==> src/rtl/hazard_ctrl_pkg.sv <==
// Shared types and constants for the hazard controller and its mult/div timer.
package hazard_pkg;

    typedef enum logic {
        MD_IDLE = 1'b0,
        MD_BUSY = 1'b1
    } md_state_t;

    localparam logic [4:0] REG_ZERO = 5'd0;
    localparam int MD_CNT_W = 8;

endpackage

==> src/rtl/hazard_ctrl_md_busy_timer.sv <==
// Mult/div occupancy timer: counts down MD_LATENCY busy cycles from each accepted start.
module md_busy_timer
    import hazard_pkg::*;
#(
    parameter int unsigned MD_LATENCY = 32
) (
    input  logic clk,
    input  logic rst_n,
    input  logic accept,
    output logic md_busy,
    output logic md_done
);

    localparam logic [MD_CNT_W-1:0] LOAD_VAL = MD_CNT_W'(MD_LATENCY);
    localparam logic [MD_CNT_W-1:0] ONE      = MD_CNT_W'(1);

    md_state_t state;
    logic [MD_CNT_W-1:0] md_cnt;

    // Starts are only honoured from idle; the controller's stall logic keeps them out while busy.
    always_ff @(posedge clk) begin
        if (!rst_n) begin
            state  <= MD_IDLE;
            md_cnt <= '0;
        end else begin
            case (state)
                MD_IDLE: begin
                    if (accept) begin
                        state  <= MD_BUSY;
                        md_cnt <= LOAD_VAL;
                    end
                end
                MD_BUSY: begin
                    md_cnt <= md_cnt - ONE;
                    if (md_cnt == ONE) begin
                        state <= MD_IDLE;
                    end
                end
                default: begin
                    state  <= MD_IDLE;
                    md_cnt <= '0;
                end
            endcase
        end
    end

    assign md_busy = rst_n & (md_cnt != '0);
    assign md_done = rst_n & (md_cnt == ONE);

endmodule

==> src/rtl/hazard_ctrl.sv <==
// Pipeline hazard controller: load-use and mult/div stalls, taken-branch flushes,
// and a saturating count of stall cycles.
module hazard_ctrl
    import hazard_pkg::*;
#(
    parameter int unsigned MD_LATENCY = 32,
    parameter int unsigned CNT_W      = 32
) (
    input  logic             clk,
    input  logic             rst_n,
    input  logic [4:0]       id_rs,
    input  logic [4:0]       id_rt,
    input  logic             id_use_rs,
    input  logic             id_use_rt,
    input  logic             id_md_start,
    input  logic             id_md_use,
    input  logic             ex_mem_read,
    input  logic [4:0]       ex_wr_reg,
    input  logic             ex_branch_taken,
    output logic             pc_en,
    output logic             ifid_en,
    output logic             ifid_flush,
    output logic             idex_flush,
    output logic             md_busy,
    output logic             md_done,
    output logic [CNT_W-1:0] stall_cnt
);

    logic load_use;
    logic md_stall;
    logic stall;
    logic accept;

    assign load_use = ex_mem_read & (ex_wr_reg != REG_ZERO) &
                      ((id_use_rs & (id_rs == ex_wr_reg)) |
                       (id_use_rt & (id_rt == ex_wr_reg)));
    assign md_stall = md_busy & (id_md_start | id_md_use);
    assign stall    = md_stall | load_use;

    // A flushed ID instruction is discarded, so it must not launch a mult/div.
    assign accept   = rst_n & id_md_start & ~stall & ~ex_branch_taken;

    md_busy_timer #(
        .MD_LATENCY(MD_LATENCY)
    ) u_md_timer (
        .clk    (clk),
        .rst_n  (rst_n),
        .accept (accept),
        .md_busy(md_busy),
        .md_done(md_done)
    );

    always_comb begin
        pc_en      = 1'b1;
        ifid_en    = 1'b1;
        ifid_flush = 1'b0;
        idex_flush = 1'b0;
        if (!rst_n) begin
            pc_en      = 1'b0;
            ifid_en    = 1'b0;
            ifid_flush = 1'b1;
            idex_flush = 1'b1;
        end else if (ex_branch_taken) begin
            ifid_flush = 1'b1;
            idex_flush = 1'b1;
        end else if (stall) begin
            pc_en      = 1'b0;
            ifid_en    = 1'b0;
            idex_flush = 1'b1;
        end
    end

    always_ff @(posedge clk) begin
        if (!rst_n) begin
            stall_cnt <= '0;
        end else if (stall && !ex_branch_taken && (stall_cnt != '1)) begin
            stall_cnt <= stall_cnt + 1'b1;
        end
    end

endmodule

==> config.mk <==
export PLATFORM = sky130hd
export DESIGN_NAME = hazard_ctrl
export DESIGN_NICKNAME = d
export VERILOG_FILES = /design/src/rtl/hazard_ctrl_pkg.sv /design/src/rtl/hazard_ctrl_md_busy_timer.sv /design/src/rtl/hazard_ctrl.sv
export SDC_FILE = /design/constraint.sdc
export NUM_CORES = 1
export LEC_CHECK = 0
export CORE_MARGIN = 1.5
export CORE_UTILIZATION = 44
export DETAILED_ROUTE_END_ITERATION = 6
export GPL_TIMING_DRIVEN = 0
export MAX_ROUTING_LAYER = met4
export PLACE_DENSITY_LB_ADDON = 0.25
export SETUP_SLACK_MARGIN = 0.2
export SLEW_MARGIN = 0
export SYNTH_ARGS = -nofsm -noshare
export SYNTH_HDL_FRONTEND = slang
export SYNTH_HIERARCHICAL = 1
export SYNTH_SLANG_ARGS = --single-unit
==> constraint.sdc <==
create_clock -name clk -period 2.2 [get_ports clk]
set_clock_uncertainty 0.15 [all_clocks]
set_input_delay 0.22 -clock clk [delete_from_list [all_inputs] [get_ports clk]]
set_output_delay 0.22 -clock clk [all_outputs]
set_load 0.02 [all_outputs]
# After elaboration in Yosys (flattened, before gate mapping)
# Index checks and enable logic that the tools add are counted.
word_totals:
  reg_bits: 41
  input_bits: 23
  out_inout_bits: 38
  elab_cells: 44
op_classes:
  n_addsub: 2
  eq_ne: 5
  mux: 13
  n_bitwise: 16
  n_reduce_logical: 5
ops:
  columns: ["cell", "n"]
  rows:
  - ["$add 32x1->32 const B", 1]
  - ["$ne 32x32->1 const B", 1]
  - ["$pmux 8 s2", 1]
  - ["$and 1x1->1", 10]
  - ["$eq 5x5->1", 2]
  - ["$mux 1", 10]
  - ["$eq 8x1->1 const B", 1]
  - ["$mux 8", 1]
  - ["$reduce_bool 8->1", 1]
  - ["$sub 8x1->8 const B", 1]
  - ["$reduce_bool 5->1", 1]
  - ["$not 1->1", 3]
  - ["$or 1x1->1", 3]
  - ["$logic_and 1x1->1", 2]
  - ["$ne 2x2->1 const B", 1]
  - ["$pmux 1 s2", 1]
  - ["$logic_not 1->1", 1]

# Depth between registers and ports, before layout
# Gate-level depths: netlist of the first run.
depth:
  word_depth: 10
  mapped_depth: 10
  ltp_nobuf: 8

# Cells and area by module
# The synthesis of the first run kept the hierarchy.
by_module_without_submodules:
  columns: ["mod", "n_inst", "cells_per_inst", "area_each_um2", "seq_area_each_um2"]
  rows:
  - ["hazard_ctrl", 1, 229, 1879.3, 640.6]
  - ["md_busy_timer", 1, 57, 510.5, 180.2]

# Worst setup path before layout of the first run
# Ideal clock, no wire load.
synth_path:
  kind: "register -> register"
  from: "register u_md_timer.md_cnt[0]"
  to: "register stall_cnt[21]"
  setup_ns: 0.070
  arrival_ns: 2.465
  required_time_ns: 1.980
  slack_ns: -0.485
  path_stages_with_launch: 10
  n_path_buf: 1
  synth_period_minus_slack_ns: 2.685
  cell_sequence: "dfxtp_1 > inv_1 > ha_1 > a21oi_1 > o21ai_0 > a21oi_1 > o211ai_2 > buf_4 > or4_1 > a21oi_1"
synth_between:
  elab_chain_cells: 6
synth_rtl:
  columns: ["item", "line_no", "rtl"]
  rows:
  - ["start: declaration", "hazard_ctrl_md_busy_timer.sv:18", "logic [MD_CNT_W-1:0] md_cnt;"]
  - ["start signal: assignment", "hazard_ctrl_md_busy_timer.sv:34", "md_cnt <= md_cnt - ONE;"]
  - ["$reduce_bool 8->1", "hazard_ctrl_md_busy_timer.sv:47", "assign md_busy = rst_n & (md_cnt != '0);"]
  - ["$and 1x1->1", "hazard_ctrl_md_busy_timer.sv:47", null]
  - ["via md_busy", "hazard_ctrl.sv:24", "output logic md_busy,"]
  - ["$and 1x1->1", "hazard_ctrl.sv:37", "assign md_stall = md_busy & (id_md_start | id_md_use);"]
  - ["$or 1x1->1", "hazard_ctrl.sv:38", "assign stall = md_stall | load_use;"]
  - ["$logic_and 1x1->1 (2 in a row)", "hazard_ctrl.sv:76", "end else if (stall && !ex_branch_taken && (stall_cnt != '1)) begin"]
  - ["end signal: assignment", "hazard_ctrl.sv:77", "stall_cnt <= stall_cnt + 1'b1;"]
  - ["end: declaration", "hazard_ctrl.sv:26", "output logic [CNT_W-1:0] stall_cnt"]
# The timed path passes the listed nets, and every way through them passes these cells.
# A chain may end at the register's enable or synchronous reset.

# Worst setup path in the final report of the first run
layout_path:
  from: "register u_md_timer.md_cnt[6]"
  to: "output port pc_en"
layout_between:
  elab_chain_cells: 7
layout_rtl:
  columns: ["item", "line_no", "rtl"]
  rows:
  - ["$reduce_bool 8->1", "hazard_ctrl_md_busy_timer.sv:47", null]
  - ["$and 1x1->1", "hazard_ctrl_md_busy_timer.sv:47", null]
  - ["$and 1x1->1", "hazard_ctrl.sv:37", null]
  - ["$or 1x1->1", "hazard_ctrl.sv:38", null]
  - ["$mux 1", "hazard_ctrl.sv:66", "end else if (stall) begin"]
  - ["$mux 1", "hazard_ctrl.sv:63", "end else if (ex_branch_taken) begin"]
  - ["$mux 1", "hazard_ctrl.sv:58", "if (!rst_n) begin"]
  - ["end: declaration", "hazard_ctrl.sv:20", "output logic pc_en,"]
# Every way passes these cells.

==> flow_summary_export.csv, run 1 <==
group,metric,value,unit
global_route,use_met3,0.06786,
clocking,cts_made_buffers,5,
placement,dp_cells,416,
timing,worst_slack,-0.1589,ns
clocking,clk_pin_slew,0.08,ns
logic_synthesis,post-synth-top-area-cell,"dfxtp_1",
placement,dp_slack,-1.159,ns
floorplanning,die_h,76.70,um
logic_synthesis,synthesis.nets,313,
setup_path,critPathRequiredTime,1.83,ns
drt,drc,0,
pwr,p_leak,0.001495,uW
drt,first_pass_iters,6,
cells_and_area,drive_above_1_share,0.4863,
clocking,clock_latency,0.31,ns
placement,hpwlAfterDp,4.645,mm
clocking,postCtsHoldBufs,0,
logic_synthesis,ys_async_sr_fraction,0,
timing,worst_slew_pin_slew,0.6521,ns
clocking,htree_levels,2,
setup_path,rrSetupSlack,-0.14,ns
drt,drt-vias-per-instance,6.410,
logic_synthesis,synth_ff_type,"dfxtp_1",
logic_synthesis,synth_edf_count,0,
global_route,track_usage,0.2937,
drt,wl,9.594,mm
cells_and_area,antenna_cells,0,
setup_path,startpoint,"u_md_timer/md_cnt[6]",
floorplanning,die_x,76.70,um
floorplanning,initial_core_util,0.4620,
setup_path,path_cells,"nor3_4, and3b_2, a21oi_4, o21ai_4, nor2_4, a21oi_4, buf_6, and2_4, buf_6, buf_6",
setup_path,r2r_start,"stall_cnt[9]",
logic_synthesis,synth.distinct_cells,55,
setup_path,crit_path_end_kind,"output pin",
logic_synthesis,syn_avg_cell_area,8.356,um^2
pwr,powerDensity,450.9,mW/mm^2
drt,detail-route-antenna-nets,0,
global_route,antenna_found_initial,0,
setup_path,arrival,1.99,ns
global_route,grt_overflow_total,0,
timing,finalSetupViolations,30,
setup_path,cp_slowest_stage_delay,0.34,ns
timing,hold_violations,0,
timing,finalCriticalPeriod,2.359,ns
logic_synthesis,yosys-top-cells-area,"dfxtp_1 34%, a21oi_1 6.9%, o31ai_1 5.3%",
floorplanning,coreArea,0.005172,mm^2
pwr,peakVddDrop,325.9,uV
global_route,grt_max_degree,13,
placement,postPlaceCellArea,0.003203,mm^2
global_route,grt_pass1_wl,13.41,mm
logic_synthesis,ys_seq_area_frac,0.3435,
clocking,cts.path.max_buffers,2,
cells_and_area,final_cell_mix,"37 x clkdlybuf4s50_1, 31 x buf_4, 23 x buf_6",
setup_path,path_class,"register to output pin",
setup_path,startpoint_type,"register",
drt,wl_per_cell,20.37,um
logic_synthesis,yosysTopAreaCellShare,0.3435,
global_route,use_met1,0.3623,
floorplanning,num_rows,26,
cells_and_area,final_cell_count_no_fill,471,
timing,maxSlewHeadroom,0.5652,
floorplanning,die-area,0.005882,mm^2
logic_synthesis,yosysWarnings,6,
drt,vias,3019,
global_route,grtUsageMet2,0.4699,
timing,period_share,1.072,
status,status,"complete, but fails checks",
timing,holdWs,0.2888,ns
floorplanning,pin_count,61,
timing,setup_tns,-2.254,ns
timing,final_max_slew_viol_count,0,
placement,finalWeightedCongestion,0.7954,
cells_and_area,final_common_cell,"clkdlybuf4s50_1",
setup_path,crit_path_frequent_cell,"buf_6",
placement,place.port_buffers,60,
clocking,tritoncts,"yes",
setup_path,reg2reg_depth,9,
cells_and_area,finalNetCount,427,
logic_synthesis,syn_area,0.002390,mm^2
setup_path,crit_end,"pc_en",
cells_and_area,areaGrowthSynthToFinish,74.24,%
cells_and_area,num-fill-cells,273,
drt,drt_iter0_drc,309,
global_route,busiest_layer,"met2",
timing,rsz0062_at_grt,"true",
clocking,clock-sinks,41,
clocking,cts_root_buf,"clkbuf_8",
setup_path,cp_max_fo,4,
setup_path,reg2reg_to,"stall_cnt[3]",
global_route,grt_pass1_vias,2703,
cells_and_area,stdcell_area,0.004164,mm^2
logic_synthesis,syn_inst,286,
flow_run,drv_cap,0,
min_path,min_path_type,"input pin to register",
logic_synthesis,ys_ff_latch,41,
timing,fmax,0.4239,GHz
setup_path,cp_slowest_cell,"dfxtp_2",
status,violations,"setup timing",
## per-layer routing
layer	wire length (um)	share of wire	up-vias
met5	0	0	-
met4	269	0.028	0
met3	786	0.082	37
met2	4579	0.48	187
met1	3958	0.41	1478
li1	-	-	1317
## repair_timing
action | 4_1_cts | 5_1_grt
setup endpoints to repair | 47 | 46
cloned | 4 | 0
endpoints found under the hold margin | 0 | 0
pin swaps | 56 | 40
setup buffers | 32 | 11
gates resized for setup | 127 | 77
## registers in the layout, summed over array words and instances (netlist names)
register           count
stall_cnt             32
u_md_timer/md_cnt      8
u_md_timer/state       1
## worst max-delay path, delay by kind of cell (launching register included)
kind / cells / cell delay, ns
AND/OR/NAND/NOR: 4 / 0.66
AO/OA/AOI/OAI: 3 / 0.37
flip-flops: 1 / 0.34
buffers and inverters: 3 / 0.32
## worst min path at each step
stage                  from  slack, ns  cells after the start              endpoint
2_1_floorplan         rst_n       0.21                      1  u_md_timer/md_cnt[4]
3_3_place_gp   stall_cnt[8]       0.33                      2          stall_cnt[8]
3_5_place_dp   stall_cnt[8]       0.34                      2          stall_cnt[8]
4_1_cts               rst_n       0.26                      2  u_md_timer/md_cnt[4]
5_1_grt               rst_n       0.27                      2  u_md_timer/md_cnt[4]
6_report              rst_n       0.29                      2  u_md_timer/md_cnt[4]
## synth_stat cells, drive strengths merged (8+ instances only)
master  number
a21oi       34
buf          8
dfxtp       41
inv         10
nand2       23
nand3       10
nand4       12
nor2        13
o21ai       15
o31ai       17
or3         10
or4         17
xnor2       10
## cell type report
type                       instances  area [um^2]  area share
multi-input combinational        221         1921      0.4612
timing repair buffer             107         1008      0.2422
sequential                        41        878.3      0.2109
buffer                            13        116.4     0.02794
tap                               70        87.58     0.02103
clock buffer                       6        72.57     0.01743
inverter                          11        46.29     0.01112
clock inverter                     2        33.78    0.008113
## where the power goes
group | switching, uW | internal [uW] | total (uW) | leakage, uW
sequential | 16.1 | 749 | 765 | 0.000346
combinational | 251 | 241 | 492 | 0.00110
clock | 284 | 335 | 620 | 0.0000528
total | 551 | 1330 | 1880 | 0.00149
## metrics by stage
stage | utilization | power, uW
2_1_floorplan | - | 967.8
4_1_cts | 0.7511 | 1789
3_3_place_gp | 0.6193 | 1076
3_5_place_dp | 0.6193 | 1082
6_report | 0.8050 | 1877
5_1_grt | 0.8050 | 1938
## cells by family (layout without fill, tap and decap cells)
| group | after synthesis | in the layout | synth area share |
|---|---|---|---|
| buf+inv | 24 | 139 | 0.04869 |
| mux | 5 | 5 | 0.02094 |
| simple gates | 122 | 122 | 0.3204 |
| fa+ha+maj | 4 | 4 | 0.02094 |
| compound gates | 79 | 79 | 0.2052 |
| xor+xnor | 11 | 11 | 0.04031 |
| flops | 41 | 41 | 0.3435 |
Power figures use the tool's default switching activity.
==> run 2: changes to the inputs <==
--- a/config.mk
+++ b/config.mk
@@ -5,8 +5,10 @@
 export SDC_FILE = /design/constraint.sdc
 export NUM_CORES = 1
 export LEC_CHECK = 0
+export CELL_PAD_IN_SITES_DETAIL_PLACEMENT = 2
+export CELL_PAD_IN_SITES_GLOBAL_PLACEMENT = 2
 export CORE_MARGIN = 1.5
-export CORE_UTILIZATION = 44
+export CORE_UTILIZATION = 25
 export DETAILED_ROUTE_END_ITERATION = 6
 export GPL_TIMING_DRIVEN = 0
 export MAX_ROUTING_LAYER = met4
==> flow_summary_export.csv, run 2 (synthesis results as in run 1) <==
group,metric,value,unit
clocking,cts_made_buffers,5,
drt,drt-vias-per-instance,5.312,
cells_and_area,final_cell_mix,"38 x clkdlybuf4s50_1, 33 x buf_4, 21 x a21oi_2",
cells_and_area,regMostFlops,"stall_cnt",
timing,fmax,0.4228,GHz
drt,wl_per_cell,20.80,um
setup_path,arrival,2.39,ns
setup_path,critPathRequiredTime,2.22,ns
status,status,"complete, but fails checks",
clocking,cts_root_buf,"clkbuf_8",
global_route,grt_overflow_total,0,
timing,finalSetupViolations,29,
global_route,grt_pass1_wl,15.81,mm
drt,wl,11.01,mm
placement,finalWeightedCongestion,0.7365,
timing,final_max_slew_viol_count,0,
clocking,cts.path.max_buffers,2,
global_route,antenna_found_initial,0,
clocking,tritoncts,"yes",
pwr,p_total,1921,uW
clocking,clk_pin_slew,0.09,ns
cells_and_area,stdcell_area,0.004344,mm^2
drt,first_pass_iters,4,
floorplanning,initial_core_util,0.2586,
drt,detail-route-antenna-nets,0,
pwr,p_leak,0.001517,uW
global_route,grt_pass1_vias,2977,
timing,maxSlewHeadroom,0.5094,
clocking,htree_levels,2,
global_route,grt_max_degree,15,
drt,drt_iter0_drc,60,
global_route,track_usage,0.2061,
placement,place.port_buffers,60,
setup_path,crit_path_end_kind,"register",
pwr,peakVddDrop,295.1,uV
setup_path,path_class,"register to register",
placement,dp_slack,-1.228,ns
timing,finalCriticalPeriod,2.365,ns
cells_and_area,final_cell_count_no_fill,529,
floorplanning,die_x,100.8,um
floorplanning,num_rows,35,
drt,vias,2810,
cells_and_area,final_common_cell,"clkdlybuf4s50_1",
cells_and_area,reg_top3,"stall_cnt x32, u_md_timer/md_cnt x8, u_md_timer/state x1",
setup_path,cp_slowest_stage_delay,0.43,ns
flow_run,drv_cap,0,
timing,rsz0062_at_grt,"true",
pwr,powerDensity,442.3,mW/mm^2
placement,hpwlAfterDp,6.196,mm
setup_path,path_cells,"nand4_4, nor4_4, nand2_2, o211ai_4, buf_6, buf_8, mux2i_1, nor2_1",
timing,worst_slew_pin_slew,0.7360,ns
placement,dp_cells,475,
timing,hold_violations,0,
setup_path,cp_slowest_cell,"nor4_4",
clocking,clock_latency,0.32,ns
floorplanning,coreArea,0.009240,mm^2
status,violations,"setup timing",
cells_and_area,drive_above_1_share,0.5075,
drt,drc,0,
floorplanning,die_h,100.8,um
cells_and_area,fin_util,0.4701,
cells_and_area,finalNetCount,426,
cells_and_area,areaGrowthSynthToFinish,81.78,%
timing,worst_slack,-0.1650,ns
cells_and_area,largest_reg_flops,32,
placement,postPlaceCellArea,0.003277,mm^2
floorplanning,die-area,0.01015,mm^2
cells_and_area,antenna_cells,0,
min_path,min_path_type,"input pin to register",
clocking,clock-sinks,41,
timing,period_share,1.075,
floorplanning,pin_count,61,
setup_path,startpoint_type,"register",
setup_path,cp_max_fo,6,
==> run 2: changes by cell type in the layout (fill, tap and decap cells not counted), sizes merged <==
cell and change:
dlymetal6s2s -1, buf -4, dlygate4sd2 +9, inv +1, clkdlybuf4s50 +1, clkdlybuf4s15 +1, clkbuf -6, bufinv -1
clkinv -1
==> run 2: final cells by class <==
cell class	instances	area, um^2
clock inverter	1	8.758
fill	963	4896
timing repair buffer	106	1026
tap	129	161.4
clock buffer	7	118.9
multi-input combinational	221	1962
buffer	13	122.6
inverter	11	46.29
sequential	41	898.4
==> run 2: metal layers <==
layer	up-vias	GRT usage	wire length, um
met1	1409	0.2375	4396
met5	-	-	0
met2	71	0.3753	6018
met3	16	0.03814	340
met4	0	0.03575	250
li1	1314	-	-
==> run 2: what timing repair did <==
| item | in CTS | in global routing |
|---|---|---|
| hold buffers | 0 | 0 |
| pin swaps | 43 | 41 |
| buffers inserted | 29 | 13 |
| setup endpoints to repair | 47 | 46 |
| resized for setup | 121 | 79 |
| gates cloned | 3 | 1 |
==> run 2: report_power, final <==
| group | total, uW | internal, uW | switching [uW] |
|---|---|---|---|
| combinational | 473 | 232 | 241 |
| clock | 691 | 366 | 325 |
| sequential | 757 | 742 | 15.3 |
==> run 2: through the flow <==
step	hold WS, ns	TNS, ns
6_report	0.1152	-2.085
4_1_cts	0.3595	-1.216
2_1_floorplan	0.2071	0
3_3_place_gp	0.3317	-25.46
5_1_grt	0.1172	-4.751
3_5_place_dp	0.3361	-27.40
==> run 2: final timing paths <==
check / start / endpoint / slack, ns / cells past startpoint
worst max register to register: stall_cnt[6] / stall_cnt[1] / -0.17 / 8
worst min register to register: stall_cnt[15] / stall_cnt[15] / 0.36 / 2
worst max-delay path: stall_cnt[6] / stall_cnt[1] / -0.17 / 8
worst min-delay path: rst_n / u_md_timer/md_cnt[4] / 0.12 / 2
==> run 2: worst max-delay path, delay by kind of cell, from the launching register on <==
kind	cells	cell delay, ns
buffers and inverters	2	0.32
and+or+nand+nor	4	0.79
DFF	1	0.37
AOI/OAI and AO/OA	1	0.37
muxes	1	0.21
==> run 3: changes to the inputs <==
--- a/config.mk
+++ b/config.mk
@@ -5,6 +5,7 @@
 export SDC_FILE = /design/constraint.sdc
 export NUM_CORES = 1
 export LEC_CHECK = 0
+export ABC_AREA = 0
 export CELL_PAD_IN_SITES_DETAIL_PLACEMENT = 2
 export CELL_PAD_IN_SITES_GLOBAL_PLACEMENT = 2
 export CORE_MARGIN = 1.5
==> results of run 3 <==
Same layout as run 2: the final DEF is identical, and so are final timing and power.
